<file path="config.mk">
export PLATFORM = sky130hd
export DESIGN_NAME = gf_addsub_lanes
export DESIGN_NICKNAME = d
export VERILOG_FILES = /design/src/rtl/gf_addsub_lanes.sv
export SDC_FILE = /design/constraint.sdc
export NUM_CORES = 2
export LEC_CHECK = 0
export CORE_MARGIN = 4
export CORE_UTILIZATION = 30
export CTS_CLUSTER_SIZE = 16
export DETAILED_ROUTE_END_ITERATION = 6
export GPL_TIMING_DRIVEN = 0
export RECOVER_POWER = 100
export SYNTH_ARGS = -nofsm -noshare
export SYNTH_HDL_FRONTEND = slang
export SYNTH_SLANG_ARGS = --single-unit
</file>
<file path="constraint.sdc">
create_clock -name i_clk -period 24.4 [get_ports i_clk]
set_clock_uncertainty 0.05 [all_clocks]
set_input_delay 3.66 -clock i_clk [delete_from_list [all_inputs] [get_ports i_clk]]
set_output_delay 3.66 -clock i_clk [all_outputs]
set_load 0.05 [all_outputs]
</file>
<file path="src/rtl/gf_addsub_lanes.sv">
// Multi-lane two-stage modular add/sub/negate/pass over GF(MODULUS) with valid/ready flow control.
// Operands are expected reduced; out-of-range operands raise a per-lane err flag.
module gf_addsub_lanes #(
    parameter int               WIDTH   = 32,
    parameter logic [WIDTH-1:0] MODULUS = 32'hec940e71,
    parameter int               LANES   = 4
) (
    input  logic                     i_clk,
    input  logic                     i_rst,
    input  logic                     i_valid,
    output logic                     o_ready,
    input  logic [1:0]               i_op,
    input  logic [LANES*WIDTH-1:0]   i_a,
    input  logic [LANES*WIDTH-1:0]   i_b,
    output logic                     o_valid,
    input  logic                     i_ready,
    output logic [LANES*WIDTH-1:0]   o_out,
    output logic [LANES-1:0]         o_err
);

    typedef enum logic [1:0] {
        OP_ADD  = 2'b00,
        OP_SUB  = 2'b01,
        OP_NEG  = 2'b10,
        OP_PASS = 2'b11
    } op_e;

    localparam logic [WIDTH:0] MOD_X = {1'b0, MODULUS};

    logic             s1_valid;
    logic             s1_load;
    logic             s2_load;
    op_e              op_in;
    op_e              s1_op;
    logic [WIDTH:0]   r_c   [LANES];
    logic [WIDTH:0]   r2_c  [LANES];
    logic [WIDTH:0]   s1_r  [LANES];
    logic [WIDTH:0]   s1_r2 [LANES];
    logic [LANES-1:0] err_c;
    logic [LANES-1:0] s1_err;
    logic [LANES-1:0] pick_c;
    logic [LANES*WIDTH-1:0] sel_c;

    // Bubble-collapsing advance: a stage fills whenever the stage after it can move.
    assign s2_load = !o_valid | i_ready;
    assign s1_load = !s1_valid | s2_load;
    assign o_ready = s1_load;
    assign op_in   = op_e'(i_op);

    // S1: raw result and its single correction candidate, one extra bit for carry/borrow.
    always_comb begin
        for (int k = 0; k < LANES; k++) begin
            // NOTE: every always_comb output gets a default before the case, so no latch is inferred.
            r_c[k]   = '0;
            r2_c[k]  = '0;
            err_c[k] = (i_a[k*WIDTH +: WIDTH] >= MODULUS) |
                       ((i_b[k*WIDTH +: WIDTH] >= MODULUS) & ~i_op[1]);
            case (op_in)
                OP_ADD: begin
                    r_c[k]  = {1'b0, i_a[k*WIDTH +: WIDTH]} + {1'b0, i_b[k*WIDTH +: WIDTH]};
                    r2_c[k] = r_c[k] - MOD_X;
                end
                OP_SUB: begin
                    r_c[k]  = {1'b0, i_a[k*WIDTH +: WIDTH]} - {1'b0, i_b[k*WIDTH +: WIDTH]};
                    r2_c[k] = r_c[k] + MOD_X;
                end
                OP_NEG: begin
                    r_c[k]  = {(WIDTH+1){1'b0}} - {1'b0, i_a[k*WIDTH +: WIDTH]};
                    r2_c[k] = r_c[k] + MOD_X;
                end
                default: begin
                    r_c[k]  = {1'b0, i_a[k*WIDTH +: WIDTH]};
                    r2_c[k] = {1'b0, i_a[k*WIDTH +: WIDTH]};
                end
            endcase
        end
    end

    // S2: choose the corrected value on overflow (add) or borrow (sub/neg).
    always_comb begin
        for (int k = 0; k < LANES; k++) begin
            case (s1_op)
                OP_ADD:         pick_c[k] = (s1_r[k] >= MOD_X);
                OP_SUB, OP_NEG: pick_c[k] = s1_r[k][WIDTH];
                default:        pick_c[k] = 1'b0;
            endcase
            sel_c[k*WIDTH +: WIDTH] = pick_c[k] ? s1_r2[k][WIDTH-1:0] : s1_r[k][WIDTH-1:0];
        end
    end

    always_ff @(posedge i_clk) begin
        // NOTE: sequential state always uses non-blocking assignment so all registers update together.
        if (i_rst) begin
            s1_valid <= 1'b0;
            o_valid  <= 1'b0;
            o_out    <= '0;
            o_err    <= '0;
        end else begin
            if (s1_load) begin
                s1_valid <= i_valid;
            end
            if (s2_load) begin
                o_valid <= s1_valid;
                if (s1_valid) begin
                    o_out <= sel_c;
                    o_err <= s1_err;
                end
            end
        end
    end

    // NOTE: the S1 data registers are deliberately left without reset; s1_valid qualifies them.
    always_ff @(posedge i_clk) begin
        if (s1_load && i_valid) begin
            s1_op  <= op_in;
            s1_r   <= r_c;
            s1_r2  <= r2_c;
            s1_err <= err_c;
        end
    end

endmodule

</file>
; Word-level counts from Yosys, hierarchy flattened
; Index checks and enable logic that the tools add are counted.
; Widths: inputs -> output; s select.
[totals]
regBits = 400
out_inout_bits = 134
inputBits = 262
[op_classes]
addsub = 24
n_eq_ne = 4
n_reduce_logical = 7
bitwise_logic = 11
mux = 16
n_lt_le_gt_ge = 12
[op_table]
columns = operator, count
row1 = $pmux 33 s3, 4
row2 = $pmux 32 s3, 4
row3 = $add 32x32->32 const B, 8
row4 = $ge 32x32->1 const B, 8
row5 = $add 32x32->33, 4
row6 = $ge 33x32->1 const B, 4
row7 = $sub 1x32->33 const A, 4
row8 = $sub 32x32->33, 4
row9 = $mux 32, 4
row10 = $sub 32x32->32 const B, 4
row11 = $pmux 1 s2, 4
row12 = $or 1x1->1, 6
row13 = $and 1x1->1, 4
row14 = $eq 2x1->1 const B, 2
row15 = $eq 2x2->1 const B, 2
row16 = $logic_not 2->1, 2
row17 = $logic_not 1->1, 2
row18 = $reduce_and 2->1, 1
row19 = $reduce_or 2->1, 1
row20 = $logic_and 1x1->1, 1
row21 = $not 1->1, 1

; Logic depth before layout (Yosys ltp)
[logic_depth]
word_depth = 4
ltp_mapped = 28
depth_no_buf = 18

; Worst setup path after synthesis
; No wires, ideal clock.
[synth_timing]
path_kind = input -> register
from = input i_ready
to = register s1_err[0], enable pin
required_time_ns = 23.690
cell_stages = 3
t_arrival_ns = 10.200
setup_slack_ns = 13.490
setup_ns = 0.660
path_cell_list = nor2b_1 -> nand2_1 -> and2_1
[synth_between]
elab_chain_cells = 3
[synth_lines]
columns = element, line_no
row1 = start: declaration, 16  ; input logic i_ready,
row2 = $or 1x1->1, 45  ; assign s2_load = !o_valid | i_ready;
row3 = $or 1x1->1, 46  ; assign s1_load = !s1_valid | s2_load;
row4 = via o_ready, 11  ; output logic o_ready,
row5 = $logic_and 1x1->1, 114  ; if (s1_load && i_valid) begin
row6 = end signal: assignment, 118  ; s1_err <= err_c;
row7 = end: declaration, 40  ; logic [LANES-1:0] s1_err;
; The timed path passes the listed nets, and every way through them passes these cells.
; A chain may end at the register's enable or synchronous reset.

==> results_dict.tcl <==
set metrics [dict create \
    arrival_ns 21.84 \
    p_clk_share_pct 23.1 \
    synth_edf_count 266 \
    setup_tns_ns 0 \
    root_buffer "clkbuf_16" \
    core_sq_um 148000 \
    drtIter0Drc 7190 \
    via_count 51700 \
    crit_top_cell "clkbuf_1" \
    p_comb_share_pct 49.2 \
    vdd_ir_drop_max_mv 0.0498 \
    p_leak_nw 19.7 \
    worst_slew_pin_slew_ns 3.95 \
    fillers 15700 \
    min_period_ns 21.52 \
    grt_pass1_wl_mm 356 \
    intPower_w 0.00172 \
    syn_inst 5805 \
    clockBufferDepth 3 \
    rsz0062_at_grt "false" \
    max_stage_delay_ns 1.35 \
    die_area_sq_um 156000 \
    die_width_um 395 \
    slowest_stage "clkbuf_1" \
    worstReg2RegStart "o_valid" \
    synth_area_leaders "edfxtp_1 18%, ha_1 7.8%, xnor2_1 6.1%" \
    seq_power_share_pct 27.6 \
    ys_top_cells_by_count "674 x nor2_1, 426 x a21oi_1, 420 x nand2_1, 312 x xnor2_1, 306 x inv_1" \
    first_pass_iters 7 \
    post-route-period-util_pct 88.2 \
    io_buffers 394 \
    crit_end "s1_r2[61]" \
    place_area_sq_um 51400 \
    avgSynthCellArea_sq_um 7.73 \
    regToRegSetupSlack_ns 14.43 \
    yosysSeqAreaShare_pct 23.8 \
    synth_area_sq_um 44900 \
    clock-sinks 400 \
    status "complete, but fails checks" \
    syn-num-nets 6353 \
    clkTransAtPathRegs_ns 0.07 \
    fin_area_sq_um 53000 \
    drt-total-wl_mm 259 \
    rr_endpoint "s1_r2[83]" \
    io_pins 396 \
    fmax_mhz 46.5 \
    synth.largest_area_cell "edfxtp_1" \
    post_drt_wl_per_cell_um 31.4 \
    switching_share_pct 45.2 \
    async_flop_share_pct 0 \
    cap_viol_max_count 60 \
    tritoncts "done" \
    yosys.cell_types.count 108 \
    cp-startpoint "i_op[1]" \
    rows 141 \
    grt_pass1_vias 47300 \
    layout.nets 6807 \
    viasPerCell 6.25 \
    crit_type "primary input to register" \
    relSlewSlack_pct -163 \
    setup_violations 0 \
    ant_nets 0 \
    ys_ff_latch 400 \
    die_h_um 395 \
    dp_hpwl_mm 202 \
    reg2reg_depth 6 \
    area_growth_pct 18.1 \
    p_per_area_nw_per_um2 59.3 \
    yosys_warnings 0 \
    drc 0 \
    critPathCaptureType "register" \
    synth_ff_type "edfxtp_1" \
    drv_slew 836 \
    antenna_found_initial 38 \
    start_util_pct 30.3 \
    min_path_type "register to register" \
    grt_usage_pct 31.4 \
    gp_congestion 1.01 \
    cts_made_buffers 46 \
    failed_checks "max-capacitance violations, max-slew violations" \
    grt_max_degree 72 \
    clkLatencyLatePin_ns 0.65 \
    ctsHoldBuffers 0 \
    p_sw_w 0.00142 \
    finalHoldViolCount 0 \
    hold_ws_ns 0.406 \
    cts.repair.resized 0 \
    drive_gt1_share_pct 3.56 \
    grt-ovfl-total 0 \
    htreeDepth 2 \
    cts_setup_buffers 0 \
    post-synth-top-count-cell "nor2_1" \
    start_kind "primary input" \
    worst-path-max-fanout 11 \
    cp.required_ns 24.72 \
    synth.top_cell.area_share_pct 17.8 \
]
[cells in the final DEF (no fill, tap or decap), drive strengths merged, types with 33 or more instances in the layout]
| cell | n |
|---|---|
| nor2 | 674 |
| a21oi | 427 |
| nand2 | 420 |
| clkbuf | 383 |
| inv | 316 |
| xnor2 | 313 |
| o21ai | 307 |
| ha | 278 |
| edfxtp | 266 |
| clkdlybuf4s50 | 251 |
| a211oi | 200 |
| nor3 | 164 |
| mux2i | 161 |
| xor2 | 156 |
| dlygate4sd3 | 143 |
| nand3 | 141 |
| dfxtp | 134 |
| a221oi | 98 |
| a31oi | 94 |
| nor4 | 75 |
| nand4 | 72 |
| o211ai | 68 |
| nand2b | 64 |
| nor2b | 63 |
| a21o | 62 |
| or3 | 61 |
| o31ai | 60 |
| o21a | 55 |
| or4 | 47 |
| and3 | 43 |
| o21bai | 41 |
| buf | 41 |
| diode | 39 |
| o221ai | 37 |
| or2 | 36 |
| and2 | 33 |
[per-stage QoR]
| stage | util (%) | setup slack (ns) | total power, W | instances |
|---|---|---|---|---|
| 4_1_cts | 35.7 | 7.74 | 0.00309 | 8224 |
| 5_1_grt | 35.7 | 4.05 | 0.00324 | 8243 |
| 3_3_place_gp | 34.6 | 7.15 | 0.00237 | 8129 |
| 3_5_place_dp | 34.7 | 7.07 | 0.00236 | 8138 |
| 2_1_floorplan | - | 13.49 | 0.00181 | 5805 |
| 6_report | 35.8 | 2.88 | 0.00314 | 8266 |
[sequential cells by signal, indices dropped and copies added, names as in the netlist]
| register | count |
|---|---|
| s1_r | 132 |
| o_out | 128 |
| s1_r2 | 128 |
| o_err | 4 |
| s1_err | 4 |
| s1_op | 2 |
| o_valid | 1 |
| s1_valid | 1 |
[how the worst min path moves through the flow]
stage	start	end	slack [ns]	depth (start not counted)
floorplan	s1_err[0]	o_err[0]	0.42	2
detailed placement	o_err[1]	o_err[1]	0.40	2
CTS	o_err[1]	o_err[1]	0.41	2
global placement	o_err[0]	o_err[0]	0.40	2
global route	o_err[0]	o_err[0]	0.43	2
finish	o_err[0]	o_err[0]	0.41	2
[worst max-delay path: cells and delay by family]
| kind | cells | cell delay, ns |
|---|---|---|
| fa+ha+maj | 2 | 0.82 |
| xor+xnor | 1 | 0.08 |
| simple gates | 3 | 0.59 |
| buf+inv | 13 | 13.89 |
| compound gates | 8 | 2.67 |
[logic make-up after synthesis]
family	count (synthesis)	share of synthesized area (%)
xor gates and xnor gates	469	9.17
DFF	400	23.8
buffers and inverters	662	5.64
and+or+nand+nor	1982	21.4
adders and majority gates	286	8.11
muxes	170	3.82
AOI/OAI and AO/OA	1836	28.1
[cell type report]
type	instances	area, sq um	share of cell area, %
tap	1930	2410	4.56
clock inverter	25	258	0.486
clock buffer	61	1280	2.42
inverter	311	1170	2.20
buffer	351	1370	2.59
multi-input combinational	4743	31700	59.7
timing repair buffer	406	4070	7.68
antenna	39	97.6	0.184
sequential	400	10700	20.1
[layer usage]
metal  share of wire, %  routed length (um)  up-vias  global-route usage (%)
met3                 12               31400      819                    9.55
met4                7.4               19200       18                    19.3
met1                 39              101000    24600                    39.9
met5               0.14                 368        -                    1.23
li1                   -                   -    22600                       -
met2                 41              107000     3582                    46.4
[power by group through the flow]
stage / registers, W / clock network, W / logic [W]
finish: 0.000869 / 0.000728 / 0.00155
global route: 0.000875 / 0.000756 / 0.00161
CTS: 0.000865 / 0.000730 / 0.00149
detailed placement: 0.000880 / 0 / 0.00148
global placement: 0.000886 / 0 / 0.00148
floorplan: 0.000922 / 0 / 0.000885
(Power assumes the default switching activity.)
